`config.mk`:
```
export PLATFORM = sky130hd
export DESIGN_NAME = fx2_fifo_sched
export DESIGN_NICKNAME = d
export VERILOG_FILES = /design/src/rtl/fx2_fifo_sched.sv
export SDC_FILE = /design/constraint.sdc
export NUM_CORES = 1
export LEC_CHECK = 0
export BUFFER_PORTS_ARGS = -buffer_cell sky130_fd_sc_hd__buf_2
export CAP_MARGIN = 0
export CORE_MARGIN = 3
export CORE_UTILIZATION = 59
export CTS_CLUSTER_SIZE = 40
export DETAILED_ROUTE_END_ITERATION = 8
export PLACE_DENSITY = 0.85
export SYNTH_ARGS = -nofsm -noshare
export SYNTH_HDL_FRONTEND = slang
export SYNTH_SLANG_ARGS = --single-unit
```
`constraint.sdc`:
```
create_clock -name sys_clk -period 5.7 [get_ports sys_clk]
set_clock_uncertainty 0.2 [all_clocks]
set_input_delay 0.285 -clock sys_clk [delete_from_list [all_inputs] [get_ports sys_clk]]
set_output_delay 0.285 -clock sys_clk [all_outputs]
set_load 0.01 [all_outputs]
```
`src/rtl/fx2_fifo_sched.sv`:
```
// FX2 slave-FIFO bus sequencer: shares the bus between the EP2 reader (RX) and the
// EP6 writer (TX) with bounded round-robin bursts, and commits short IN packets on idle.
module fx2_fifo_sched #(
    parameter int unsigned PKT_SIZE     = 512,
    parameter int unsigned MAX_BURST    = 64,
    parameter int unsigned IDLE_TIMEOUT = 4096,
    parameter logic [1:0]  ADDR_RX      = 2'b00,
    parameter logic [1:0]  ADDR_TX      = 2'b10
) (
    input  logic       sys_clk,
    input  logic       RESET,
    input  logic       flag_ep2_empty,
    input  logic       flag_ep6_full,
    output logic       SLOE,
    output logic       SLRD,
    output logic       SLWR,
    output logic [1:0] FIFOADR,
    output logic       PKTEND,
    input  logic [7:0] FDI,
    output logic [7:0] FDO,
    output logic       fd_drive,
    output logic [7:0] rx_data,
    output logic       rx_valid,
    input  logic       rx_ready,
    input  logic [7:0] tx_data,
    input  logic       tx_valid,
    output logic       tx_ready,
    output logic       busy
);

    localparam int unsigned BurstW = $clog2(MAX_BURST + 1);
    localparam int unsigned ByteW  = (PKT_SIZE > 1) ? $clog2(PKT_SIZE) : 1;
    localparam int unsigned IdleW  = (IDLE_TIMEOUT > 1) ? $clog2(IDLE_TIMEOUT) : 1;
    localparam logic [BurstW-1:0] BurstMax = BurstW'(MAX_BURST);
    localparam logic [ByteW-1:0]  ByteLast = ByteW'(PKT_SIZE - 1);
    localparam logic [IdleW-1:0]  IdleLast = IdleW'(IDLE_TIMEOUT - 1);

    typedef enum logic [2:0] {
        StIdle, StTurn, StRdCheck, StRdStrobe, StWrCheck, StWrStrobe, StPePulse
    } state_e;

    typedef enum logic [1:0] {GntRx, GntTx, GntPe} grant_e;

    state_e            state_q, state_d;
    grant_e            grant_q, grant_d;
    logic              last_tx_q, last_tx_d;
    logic [1:0]        fifoadr_q, fifoadr_d;
    logic [BurstW-1:0] burst_q, burst_d;
    logic [ByteW-1:0]  byte_q, byte_d;
    logic [IdleW-1:0]  idle_q, idle_d;
    logic [7:0]        fdo_q, fdo_d;
    logic [7:0]        rx_data_q, rx_data_d;
    logic              rx_valid_q, rx_valid_d;
    logic              rxc, txc, pec;

    always_comb begin
        state_d    = state_q;
        grant_d    = grant_q;
        last_tx_d  = last_tx_q;
        fifoadr_d  = fifoadr_q;
        burst_d    = burst_q;
        byte_d     = byte_q;
        fdo_d      = fdo_q;
        rx_data_d  = rx_data_q;
        rx_valid_d = rx_valid_q;
        SLOE       = 1'b1;
        SLRD       = 1'b1;
        SLWR       = 1'b1;
        PKTEND     = 1'b1;
        fd_drive   = 1'b0;
        tx_ready   = 1'b0;
        rxc        = !flag_ep2_empty && !rx_valid_q;
        txc        = tx_valid && !flag_ep6_full;
        pec        = (idle_q == IdleLast) && (byte_q != '0);

        if (rx_ready) begin
            rx_valid_d = 1'b0;
        end

        // Idle timer only runs while a partial IN packet is pending.
        if (byte_q == '0) begin
            idle_d = '0;
        end else if (idle_q == IdleLast) begin
            idle_d = idle_q;
        end else begin
            idle_d = idle_q + IdleW'(1);
        end

        unique case (state_q)
            StIdle: begin
                if (pec) begin
                    grant_d   = GntPe;
                    fifoadr_d = ADDR_TX;
                    last_tx_d = 1'b1;
                    burst_d   = '0;
                    state_d   = StTurn;
                end else if (rxc && (!txc || last_tx_q)) begin
                    grant_d   = GntRx;
                    fifoadr_d = ADDR_RX;
                    last_tx_d = 1'b0;
                    burst_d   = '0;
                    state_d   = StTurn;
                end else if (txc) begin
                    grant_d   = GntTx;
                    fifoadr_d = ADDR_TX;
                    last_tx_d = 1'b1;
                    burst_d   = '0;
                    state_d   = StTurn;
                end
            end
            StTurn: begin
                unique case (grant_q)
                    GntRx:   state_d = StRdCheck;
                    GntTx:   state_d = StWrCheck;
                    default: state_d = StPePulse;
                endcase
            end
            StRdCheck: begin
                SLOE = 1'b0;
                if (!flag_ep2_empty && (!rx_valid_q || rx_ready) && (burst_q < BurstMax)) begin
                    state_d = StRdStrobe;
                end else begin
                    state_d = StIdle;
                end
            end
            StRdStrobe: begin
                SLOE       = 1'b0;
                SLRD       = 1'b0;
                rx_data_d  = FDI;
                rx_valid_d = 1'b1;
                burst_d    = burst_q + BurstW'(1);
                state_d    = StRdCheck;
            end
            StWrCheck: begin
                if (tx_valid && !flag_ep6_full && (burst_q < BurstMax)) begin
                    tx_ready = 1'b1;
                    fdo_d    = tx_data;
                    state_d  = StWrStrobe;
                end else begin
                    state_d = StIdle;
                end
            end
            StWrStrobe: begin
                SLWR     = 1'b0;
                fd_drive = 1'b1;
                burst_d  = burst_q + BurstW'(1);
                byte_d   = (byte_q == ByteLast) ? '0 : byte_q + ByteW'(1);
                idle_d   = '0;
                state_d  = StWrCheck;
            end
            StPePulse: begin
                PKTEND  = 1'b0;
                byte_d  = '0;
                state_d = StIdle;
            end
            default: state_d = StIdle;
        endcase
    end

    always_ff @(posedge sys_clk or negedge RESET) begin
        if (!RESET) begin
            state_q    <= StIdle;
            grant_q    <= GntRx;
            last_tx_q  <= 1'b1;
            fifoadr_q  <= ADDR_RX;
            burst_q    <= '0;
            byte_q     <= '0;
            idle_q     <= '0;
            fdo_q      <= 8'h00;
            rx_data_q  <= 8'h00;
            rx_valid_q <= 1'b0;
        end else begin
            state_q    <= state_d;
            grant_q    <= grant_d;
            last_tx_q  <= last_tx_d;
            fifoadr_q  <= fifoadr_d;
            burst_q    <= burst_d;
            byte_q     <= byte_d;
            idle_q     <= idle_d;
            fdo_q      <= fdo_d;
            rx_data_q  <= rx_data_d;
            rx_valid_q <= rx_valid_d;
        end
    end

    assign FIFOADR  = fifoadr_q;
    assign FDO      = fdo_q;
    assign rx_data  = rx_data_q;
    assign rx_valid = rx_valid_q;
    assign busy     = (state_q != StIdle);

endmodule

```
==> metrics.md <==
| Metric | Value |
|---|---|
| Layout net count | `between 300 and 400` |
| Routed wire length | `5850 microns` |
| TritonCTS Buffers | `5` |
| Die height | `between 70 and 80 microns` |
| Fin crit share | `42.7%` |
| Synth area leaders | `dfrtp_1, nand2_1, o21ai_0` |
| DIE WIDTH | `around 73 microns` |
| Flops & latches, synth | `between 50 and 60` |
| Placement Setup Slack | `3.30 ns` |
| Commonest non-fill, non-tap cell in the layout | `dfrtp_1` |
| DIE AREA | `0.00530 sq mm` |
| Core Rows | `23` |
| Crit path from | `byte_q[0]` |
| Minimum clock period | `around 2.4 ns` |
| RR Endpoint | `byte_q[7]` |
| Wire length per cell | `~15 microns` |
| Worst setup path class | `register to register` |
| Net Switching | `~0.45 mW` |
| Pleak | `around 1.4 nW` |
| Hold Path Stages | `2` |
| Biggest area consumer among synthesized cells | `dfrtp_1` |
| Max-slew violations | `0` |
| Worst r2r path cells | `8` |
| Post-CTS Setup Repair Bufs | `0` |
| Initial Util | `a little under two thirds` |
| Hold wc startpoint | `FDI[7]` |
| Total of max-cap violations | `0` |
| R2r setup slk | `between 3 and 4 ns` |
| Status | `completed` |
| Clk sinks | `52` |
| Power share of the sequential group | `roughly 45%` |
| Critical Path Fanout Max | `8` |
| N_diodes | `0` |
| Post-CTS Resized | `0` |
| Cell internal pwr | `slightly below 0.8 mW` |
| Hold-fix buffers, CTS | `11` |
| Share of the synthesized area in the top cell type | `about 48%` |
| Layout area overhead | `16.9%` |
| DR iter-0 viols | `210` |
| Slew margin rel. | `between 40% and 50%` |
| Detail Route Antenna Nets | `0` |
| YS warnings | `0` |
| Combinational cell fraction of total power | `35.5%` |
| Cell area power density | `approximately 400 mW/mm^2` |
| Clock share of power | `19.9%` |
| Post-synthesis cell count | `~280` |
| Synth Net Count | `304` |
| Worst Hold Path EP | `rx_data[7]` |
| Final TNS setup | `0 ns` |
| RR Startpoint | `byte_q[0]` |
| GP Congestion | `~0.8` |
| Critical path arrival | `~2.5 ns` |
| Post-synth EDFFs | `0` |
| Maximum VDD drop | `about 0.30 mV` |
| Initial antenna violation count | `0` |
| Syn avg cell area | `around 9.5 sq um` |
| RSZ-0062 raised after global routing | `false` |
| Vias in the first global route | `between 2000 and 2500` |
| DR vias | `about 2300` |
| Seq/Total Area, Yosys | `around half` |
| Yosys cell types | `54` |
| Num ports | `48` |
| Post-DP HPWL | `3900 microns` |
| CP startpoint kind | `register` |
| Worst slew pin tran | `between 0.7 and 0.8 ns` |
| CP Capture Type | `register` |
| Max Freq | `approximately 0.41 GHz` |
| Worst-path clk slew | `~0.09 ns` |
| Grt ovf | `0` |
| CTS H-tree lvls | `2` |
| CTS tree | `built` |
| Final setup fails | `0` |
| Most used flip-flop cell after synthesis | `dfrtp_1` |
| Hold Path Class | `primary input to register` |
| Core area | `around 0.0041 sq mm` |
| Max clock buf depth | `2` |
| DR vias/cell | `6.01` |
| Proportion of layout cells with a drive suffix above 1 | `between 20% and 30%` |
| Root Driver | `clkbuf_8` |
| Global-route wire length before repair | `between 9000 and 10000 microns` |
| Commonest non-fill, non-tap cells in the layout | `dfrtp_1, nand2_1, buf_2` |
| Post-synth ARST share | `between 90% and 100%` |
| Total Routing Usage GR | `23.1%` |
| CP required | `between 5 and 6 ns` |
| Fin worst setup slack | `between 3 and 4 ns` |
| Sw frac | `36.9%` |
| Final Hold Viols | `0` |
| Layout filler cell count | `around 280` |
| IO Port Bufs | `46` |
| DR pass1 iterations | `4` |
| Clk Latency, worst-skew pair | `0.31 ns` |
| # DRC | `0` |
| Synthesized cell area | `about 0.0026 sq mm` |
| Largest net degree at the start of global routing | `53` |
[sequential cells by signal, summed over array words and instances (netlist names)]
register   cells
rx_valid       1
rx_data        8
idle_q        12
byte_q         9
state_q        3
grant_q        2
burst_q        7
last_tx_q      1
FDO            8
FIFOADR        1
[power by group through the flow]
stage                     combinational (mW)  clock (mW)  sequential [mW]
after floorplan                        0.274           0            0.552
after global placement                 0.407           0            0.544
after detailed placement               0.420           0            0.548
after CTS                              0.432       0.244            0.541
after global routing                   0.481       0.256            0.558
final                                  0.432       0.242            0.544
[synthesized netlist by cell type (4+ instances only)]
cell and number:
o21ai_1 8, ha_1 5, nand4_1 6, dfrtp_1 51, a31oi_1 8, nand3_1 13
a21oi_1 13, nand2_1 46, mux2_2 8, and3_1 5, nor2_1 20, nor2b_1 4
inv_1 6, o21ai_0 20, buf_2 6
[critical path, stage by stage (launching register included)]
cell	delay [ns]
dfrtp_1	0.43
ha_1	0.25
and3_1	0.23
and3_1	0.18
ha_1	0.22
nand4bb_1	0.38
nor2_1	0.24
nand2_1	0.07
o21ai_0	0.15
[how the worst max path moves through the flow]
stage	end	slack (ns)	cells after the start
6_report	byte_q[7]	3.27	8
5_1_grt	byte_q[7]	3.06	8
4_1_cts	byte_q[7]	3.27	8
3_5_place_dp	byte_q[7]	3.30	8
3_3_place_gp	byte_q[5]	3.41	8
2_1_floorplan	byte_q[5]	3.55	9
[per-layer routing]
metal | vias up | global-route usage, % | wire length [microns]
met5 | - | 0 | 0
met4 | 0 | 9.84 | 80
met3 | 8 | 3.03 | 252
met2 | 53 | 37.8 | 2960
met1 | 1122 | 30.9 | 2560
li1 | 1100 | - | -
[through the flow]
step | std cells | hold WS (ns) | area (sq um) | total power, mW | utilization [%]
after detailed placement | 363 | 0.231 | 2870 | 0.968 | 69.2
after floorplan | 277 | -0.211 | 2630 | 0.827 | -
after global placement | 363 | 0.232 | 2870 | 0.951 | 69.2
after CTS | 380 | 0.00258 | 3080 | 1.22 | 74.3
final | 380 | 0.00106 | 3080 | 1.22 | 74.3
after global routing | 380 | 0.00923 | 3080 | 1.30 | 74.3
[layout make-up]
cell class / count / area, sq um / area share [%]
Tap cell: 50 / 62.6 / 2.03
Inverter: 8 / 30.0 / 0.976
Clock inverter: 1 / 30.0 / 0.976
Multi-Input combinational cell: 206 / 1240 / 40.2
Timing Repair Buffer: 58 / 348 / 11.3
Sequential cell: 52 / 1300 / 42.3
Clock buffer: 5 / 68.8 / 2.24
[cells by family (layout without fill, tap and decap cells)]
logic type,Yosys count,after routing,share of synthesized area (%)
buf+inv,19,72,3.56
xor+xnor,2,2,0.666
other cells,1,1,0.142
flops,52,52,49.5
simple gates,120,120,23.8
fa+ha+maj,5,5,2.38
compound gates,67,67,15.4
mux,11,11,4.56
Power figures use the tool's default switching activity.
